==> src/rtl/braille_cell_presenter_pkg.sv <==
// Shared definitions for the braille cell presenter.
// Contents:
//   DOT_W      - number of dots in one braille cell (6).
//   DOTS_BLANK - all-actuators-off pattern.
//   state_e    - presenter FSM encoding. 2'd3 is not a legal state; the FSM
//                treats it as a fault and returns to IDLE.
package braille_presenter_pkg;

    localparam int DOT_W = 6;

    localparam logic [DOT_W-1:0] DOTS_BLANK = 6'b000000;

    typedef enum logic [1:0] {
        S_IDLE = 2'd0,
        S_HOLD = 2'd1,
        S_GAP  = 2'd2
    } state_e;

endpackage

==> src/rtl/braille_cell_presenter_if.sv <==
// Character handshake between the character sequencer and the presenter.
// Signals:
//   char_valid   - sequencer has a cell pattern to show.
//   char_pattern - dot pattern, bit0 = dot1 ... bit5 = dot6.
//   char_ready   - presenter can accept a pattern this cycle.
// Modports:
//   master - sequencer side (drives valid/pattern).
//   slave  - presenter side (drives ready).
interface braille_cell_presenter_if;
    import braille_presenter_pkg::*;

    logic             char_valid;
    logic [DOT_W-1:0] char_pattern;
    logic             char_ready;

    modport master (
        output char_valid,
        output char_pattern,
        input  char_ready
    );

    modport slave (
        input  char_valid,
        input  char_pattern,
        output char_ready
    );
endinterface

==> src/rtl/braille_cell_presenter_tick_counter.sv <==
// braille_tick_counter: counts 100 ms ticks up to a terminal value.
// Ports:
//   clk, rst  - clock, asynchronous active-high reset.
//   clear     - forces the count to zero and suppresses hit.
//   tick      - one-clk tick pulse to be counted.
//   terminal  - number of ticks after which hit fires (must be >= 1).
//   hit       - combinational pulse in the cycle of the terminal tick.
// The count restarts from zero after a hit, so it never wraps.
module braille_tick_counter #(
    parameter int CNT_W = 5
) (
    input  logic             clk,
    input  logic             rst,
    input  logic             clear,
    input  logic             tick,
    input  logic [CNT_W-1:0] terminal,
    output logic             hit
);

    logic [CNT_W-1:0] count_q;
    logic [CNT_W-1:0] count_d;
    logic [CNT_W:0]   count_inc;

    // One extra bit so the comparison cannot alias when terminal is at its maximum.
    assign count_inc = {1'b0, count_q} + {{CNT_W{1'b0}}, 1'b1};
    assign hit       = tick & ~clear & (count_inc == {1'b0, terminal});

    always_comb begin
        count_d = count_q;
        if (clear || hit) begin
            count_d = '0;
        end else if (tick) begin
            count_d = count_inc[CNT_W-1:0];
        end
    end

    always_ff @(posedge clk or posedge rst) begin
        if (rst) begin
            count_q <= '0;
        end else begin
            count_q <= count_d;
        end
    end

endmodule

==> src/rtl/braille_cell_presenter.sv <==
// braille_cell_presenter: shows one 6-dot braille cell on the actuators for
// HOLD_TICKS 100 ms ticks, blanks for GAP_TICKS ticks, then pulses done.
// Ports:
//   clk, rst    - clock, asynchronous active-high reset.
//   tick_100ms  - one-clk pulse from the 100 ms timebase.
//   abort       - synchronous cancel; beats both tick and accept.
//   bus         - character handshake (slave side).
//   dots        - registered actuator drive.
//   dots_on     - high while the pattern is displayed.
//   busy        - high in HOLD or GAP.
//   done        - one-clk pulse when a cell completes without abort.
module braille_cell_presenter
    import braille_presenter_pkg::*;
#(
    parameter int HOLD_TICKS = 10,
    parameter int GAP_TICKS  = 3,
    parameter int CNT_W      = 5
) (
    input  logic                     clk,
    input  logic                     rst,
    input  logic                     tick_100ms,
    input  logic                     abort,
    braille_cell_presenter_if.slave  bus,
    output logic [DOT_W-1:0]         dots,
    output logic                     dots_on,
    output logic                     busy,
    output logic                     done
);

    localparam bit HAS_GAP = (GAP_TICKS > 0);

    state_e           state_q, state_d;
    logic [DOT_W-1:0] dots_q, dots_d;
    logic             dots_on_q, dots_on_d;
    logic             busy_q, busy_d;
    logic             done_q, done_d;

    logic             char_ready;
    logic             accept;
    logic             cnt_clear;
    logic             cnt_hit;
    logic [CNT_W-1:0] cnt_terminal;

    // Ready is held low during the done cycle so consecutive cells are
    // always separated by at least one idle clock.
    assign char_ready     = (state_q == S_IDLE) && !done_q;
    assign bus.char_ready = char_ready;
    assign accept         = bus.char_valid && char_ready && !abort;

    // Counter is held clear outside HOLD/GAP, so a tick coincident with the
    // accept edge is never counted; HOLD->GAP restarts via the counter's own
    // clear-on-hit.
    assign cnt_clear    = abort || ((state_q != S_HOLD) && (state_q != S_GAP));
    assign cnt_terminal = (state_q == S_GAP) ? CNT_W'(GAP_TICKS) : CNT_W'(HOLD_TICKS);

    braille_tick_counter #(
        .CNT_W (CNT_W)
    ) u_tick_counter (
        .clk      (clk),
        .rst      (rst),
        .clear    (cnt_clear),
        .tick     (tick_100ms),
        .terminal (cnt_terminal),
        .hit      (cnt_hit)
    );

    always_comb begin
        state_d   = state_q;
        dots_d    = dots_q;
        dots_on_d = dots_on_q;
        busy_d    = busy_q;
        done_d    = 1'b0;

        if (abort) begin
            state_d   = S_IDLE;
            dots_d    = DOTS_BLANK;
            dots_on_d = 1'b0;
            busy_d    = 1'b0;
        end else begin
            case (state_q)
                S_IDLE: begin
                    if (accept) begin
                        state_d   = S_HOLD;
                        dots_d    = bus.char_pattern;
                        dots_on_d = 1'b1;
                        busy_d    = 1'b1;
                    end
                end
                S_HOLD: begin
                    if (cnt_hit) begin
                        dots_d    = DOTS_BLANK;
                        dots_on_d = 1'b0;
                        if (HAS_GAP) begin
                            state_d = S_GAP;
                        end else begin
                            state_d = S_IDLE;
                            busy_d  = 1'b0;
                            done_d  = 1'b1;
                        end
                    end
                end
                S_GAP: begin
                    dots_d = DOTS_BLANK;
                    if (cnt_hit) begin
                        state_d = S_IDLE;
                        busy_d  = 1'b0;
                        done_d  = 1'b1;
                    end
                end
                default: begin
                    state_d   = S_IDLE;
                    dots_d    = DOTS_BLANK;
                    dots_on_d = 1'b0;
                    busy_d    = 1'b0;
                end
            endcase
        end
    end

    always_ff @(posedge clk or posedge rst) begin
        if (rst) begin
            state_q   <= S_IDLE;
            dots_q    <= DOTS_BLANK;
            dots_on_q <= 1'b0;
            busy_q    <= 1'b0;
            done_q    <= 1'b0;
        end else begin
            state_q   <= state_d;
            dots_q    <= dots_d;
            dots_on_q <= dots_on_d;
            busy_q    <= busy_d;
            done_q    <= done_d;
        end
    end

    assign dots    = dots_q;
    assign dots_on = dots_on_q;
    assign busy    = busy_q;
    assign done    = done_q;

endmodule

==> src/flat_wrapper.sv <==
// flat-port wrapper written by rule: the top's interface ports become plain ports
module braille_cell_presenter_flat import braille_presenter_pkg::*;
#(
    parameter int HOLD_TICKS = 10,
    parameter int GAP_TICKS  = 3,
    parameter int CNT_W      = 5
)
  (clk, rst, tick_100ms, abort, dots, dots_on, busy, done, bus_char_valid, bus_char_pattern, bus_char_ready);
  braille_cell_presenter_if bus_i ();
  input  logic clk;
  input  logic rst;
  input  logic tick_100ms;
  input  logic abort;
  output logic [DOT_W-1:0] dots;
  output logic dots_on;
  output logic busy;
  output logic done;
  input wire logic [$bits(bus_i.char_valid)-1:0] bus_char_valid;
  input wire logic [$bits(bus_i.char_pattern)-1:0] bus_char_pattern;
  output wire logic [$bits(bus_i.char_ready)-1:0] bus_char_ready;
  assign bus_i.char_valid = bus_char_valid;
  assign bus_i.char_pattern = bus_char_pattern;
  assign bus_char_ready = bus_i.char_ready;
  braille_cell_presenter #(.HOLD_TICKS(HOLD_TICKS), .GAP_TICKS(GAP_TICKS), .CNT_W(CNT_W)) u_core (.clk(clk), .rst(rst), .tick_100ms(tick_100ms), .abort(abort), .bus(bus_i), .dots(dots), .dots_on(dots_on), .busy(busy), .done(done));
endmodule
==> config.mk <==
export PLATFORM = sky130hd
export DESIGN_NAME = braille_cell_presenter_flat
export DESIGN_NICKNAME = d
export VERILOG_FILES = /design/src/rtl/braille_cell_presenter_pkg.sv /design/src/rtl/braille_cell_presenter_if.sv /design/src/rtl/braille_cell_presenter_tick_counter.sv /design/src/rtl/braille_cell_presenter.sv /design/src/flat_wrapper.sv
export SDC_FILE = /design/constraint.sdc
export NUM_CORES = 1
export LEC_CHECK = 0
export CORE_UTILIZATION = 30
export CTS_BUF_LIST = sky130_fd_sc_hd__clkbuf_8
export CTS_CLUSTER_DIAMETER = 200
export DETAILED_ROUTE_END_ITERATION = 6
export GPL_TIMING_DRIVEN = 0
export PLACE_DENSITY_LB_ADDON = 0.3
export SLEW_MARGIN = 20
export SYNTH_ARGS = -nofsm -noshare
export SYNTH_HDL_FRONTEND = slang
export SYNTH_HIERARCHICAL = 1
export SYNTH_SLANG_ARGS = --single-unit
==> constraint.sdc <==
create_clock -name clk -period 3 [get_ports clk]
set_clock_uncertainty 0.1 [all_clocks]
set_input_delay 0.45 -clock clk [delete_from_list [all_inputs] [get_ports clk]]
set_output_delay 0.45 -clock clk [all_outputs]
set_load 0.02 [all_outputs]
==> summary.txt <==
Post-CTS setup buffers: 0
Crit path time final: 2737 ps
Max Slew Vio Count: 0
Cell Pwr Density: 703.5 mW/mm2
CTS tree: built
Initial DRC count: 36
Switch Pwr: 352.9 uW
Die height: 61.37 um
Vias in the first global route: 822
Die W: 61.37 um
DR WL/cell: 11.83 um
IO buf count: 19
Post-synth ARST share: 1.000
Setup TNS: 0 ps
Clock latency on the worst-skew pair: 250 ps
CP max stage delay: 450 ps
Initial antenna violation count: 0
Pre-Repair DR Iteration Count: 4
Post-synthesis cell count: 105
Synth area leaders: dfrtp_1, mux2i_1, ha_1, inv_1, xnor2_1
Layout cells sized above 1: 0.09231
Vias: 818
Synthesized area: 0.001057 mm2
Total power: 962.0 uW
Cell Chain, Critical Path: ha_1, nor2b_4, o21a_1, o31ai_2, and2_1, nand2b_1, a2bb2oi_4, mux2i_1
Largest area contributor in the netlist: dfrtp_1
Core Footprint: 0.003363 mm2
Synth cell count leaders: dfrtp_1, inv_1, mux2i_1, nand2_1
CTS H-tree lvls: 1
Total GRT Usage: 0.1311
Worst hold stages: 2
Initial Util: 0.3144
Pleak: 0.0005857 uW
Clk pin slew, worst setup/hold paths: 70 ps
CP max-delay cell: dfrtp_1
Most numerous cell in the Yosys netlist: dfrtp_1
Top-area cell type share of the netlist area: 0.3787
GRT overflow: 0
Run status: completed
Clock share of power: 0.205
Crit path DAT: 2810 ps
CTS Root Cell: clkbuf_8
CTS Sinks: 16
# Max-Cap Violations: 0
Post-synth EDFFs: 0
Synth cell types: 30
Period Utilization, post-route: 0.9123
Cts repair resizes: 0
R2R depth: 8
Sw frac: 0.3668
Area Overhead vs Synth: 29.35%
Gp weighted congestion: 0.7485
Total Die Area: 0.003766 mm2
Crit path kind: flip-flop to flip-flop
Final net count: 147
Startpoint Class: flip-flop
Vias/cell: 4.648
Cts-stage hold buffer count: 0
Num CTS Buffers: 3
Most common flop cell mapped by yosys: dfrtp_1
Logic pwr share: 0.479
Register area share after synthesis: 0.3787
Syn_area_per_cell: 10.07 um2
IO Count: 21
Max clock buf depth: 2
Worst IR Drop VDD: 0.2820 mV
CP max FO: 6
Setup crit end kind: flip-flop
Unrepaired setup endpoints after global routing: false
Fin. Hold Viols: 0
Int Pwr: 609.2 uW
DRC viols: 0
HP Class: input pin to flip-flop
Flop pwr share: 0.316
Largest net degree at the start of global routing: 12
Synthesized flop and latch total: 16
CP required: 3070 ps
Antenna diodes: 0
Post-Route WL: 2.082 mm
Fmax: 365.4 MHz
Final setup fails: 0
Routed Antenna Nets: 0
First-pass GRT wire length: 3.567 mm
YS warnings: 6
Rows: 21
DP HPWL: 1.597 mm
[cell families after synthesis]
family,after synthesis,synth area share
AND/OR/NAND/NOR,32,0.1929
AO/OA/AOI/OAI,17,0.1408
flip-flops,16,0.3787
buffers and inverters,16,0.07100
XOR/XNOR,9,0.07456
multiplexers,8,0.07574
adder cells (fa/ha/maj),5,0.05917
other,2,0.007103
[final timing paths]
check	startpoint	endpoint	slack, ps
setup / recovery	u_core/u_tick_counter/count_q[0]	u_core/dots[5]	260
hold / removal	abort	u_core/state_q[0]	310
setup reg to reg	u_core/u_tick_counter/count_q[0]	u_core/dots[5]	260
hold reg to reg	u_core/dots[1]	u_core/dots[1]	420
max in group asynchronous	rst	u_core/dots[5]	2060
min in group asynchronous	rst	u_core/u_tick_counter/count_q[1]	320
[through the flow]
| step | instances | area [um2] | utilization | setup slack, ps | hold WS, ps |
|---|---|---|---|---|---|
| final | 176 | 1368 | 0.4066 | 263.2 | 305.3 |
| after global routing | 176 | 1368 | 0.4066 | 98.47 | 308.6 |
| after CTS | 176 | 1368 | 0.4066 | 278.2 | 302.0 |
| after detailed placement | 172 | 1313 | 0.3903 | 220.4 | 419.1 |
| after global placement | 172 | 1313 | 0.3903 | 267.0 | 408.7 |
| after floorplan | 107 | 1065 | - | 634.2 | 128.5 |
[layout make-up]
cell class | count | area, um2
clock buffer | 4 | 55.05
buffer | 2 | 22.52
inverter | 14 | 52.55
fill | 364 | 1996
sequential | 16 | 400.4
multi-input combinational | 75 | 589.3
tap | 46 | 57.56
timing repair buffer | 19 | 190.2
[power groups by stage]
stage	logic, uW	clock network [uW]	registers [uW]
2_1_floorplan	267	0	348
3_3_place_gp	458	0	307
3_5_place_dp	463	0	308
4_1_cts	466	203	305
5_1_grt	506	209	311
6_report	461	197	304
[routing by layer]
layer | GRT usage | vias up | share of wire
met2 | 0.2283 | 15 | 0.48
met3 | 0.01891 | 4 | 0.026
met4 | 0.06667 | 0 | 0.019
met5 | 0 | - | 0
li1 | - | 404 | -
met1 | 0.1574 | 395 | 0.48
[placed cells by master, fill, tap and decap left out, types with 5 or more instances in the layout]
cell type / netlist / routed
clkdlybuf4s50_1: 0 / 19
inv_1: 14 / 14
dfrtp_1: 16 / 16
mux2i_1: 8 / 8
a211oi_1: 6 / 6
nand2b_1: 6 / 6
xnor2_1: 6 / 6
ha_1: 5 / 5
nand2_1: 8 / 8
[critical path: cells and delay by family, from the launching register on]
kind                       cells  cell delay [ps]
AOI/OAI and AO/OA              3              890
adders and majority gates      1              290
DFF                            1              450
muxes                          1              250
and+or+nand+nor                3              650
[registers in the layout (all words and copies together), names as in the netlist]
name / flops
u_core/busy: 1
u_core/done: 1
u_core/dots: 6
u_core/dots_on: 1
u_core/state_q: 2
u_core/u_tick_counter/count_q: 5
(Power assumes the default switching activity.)
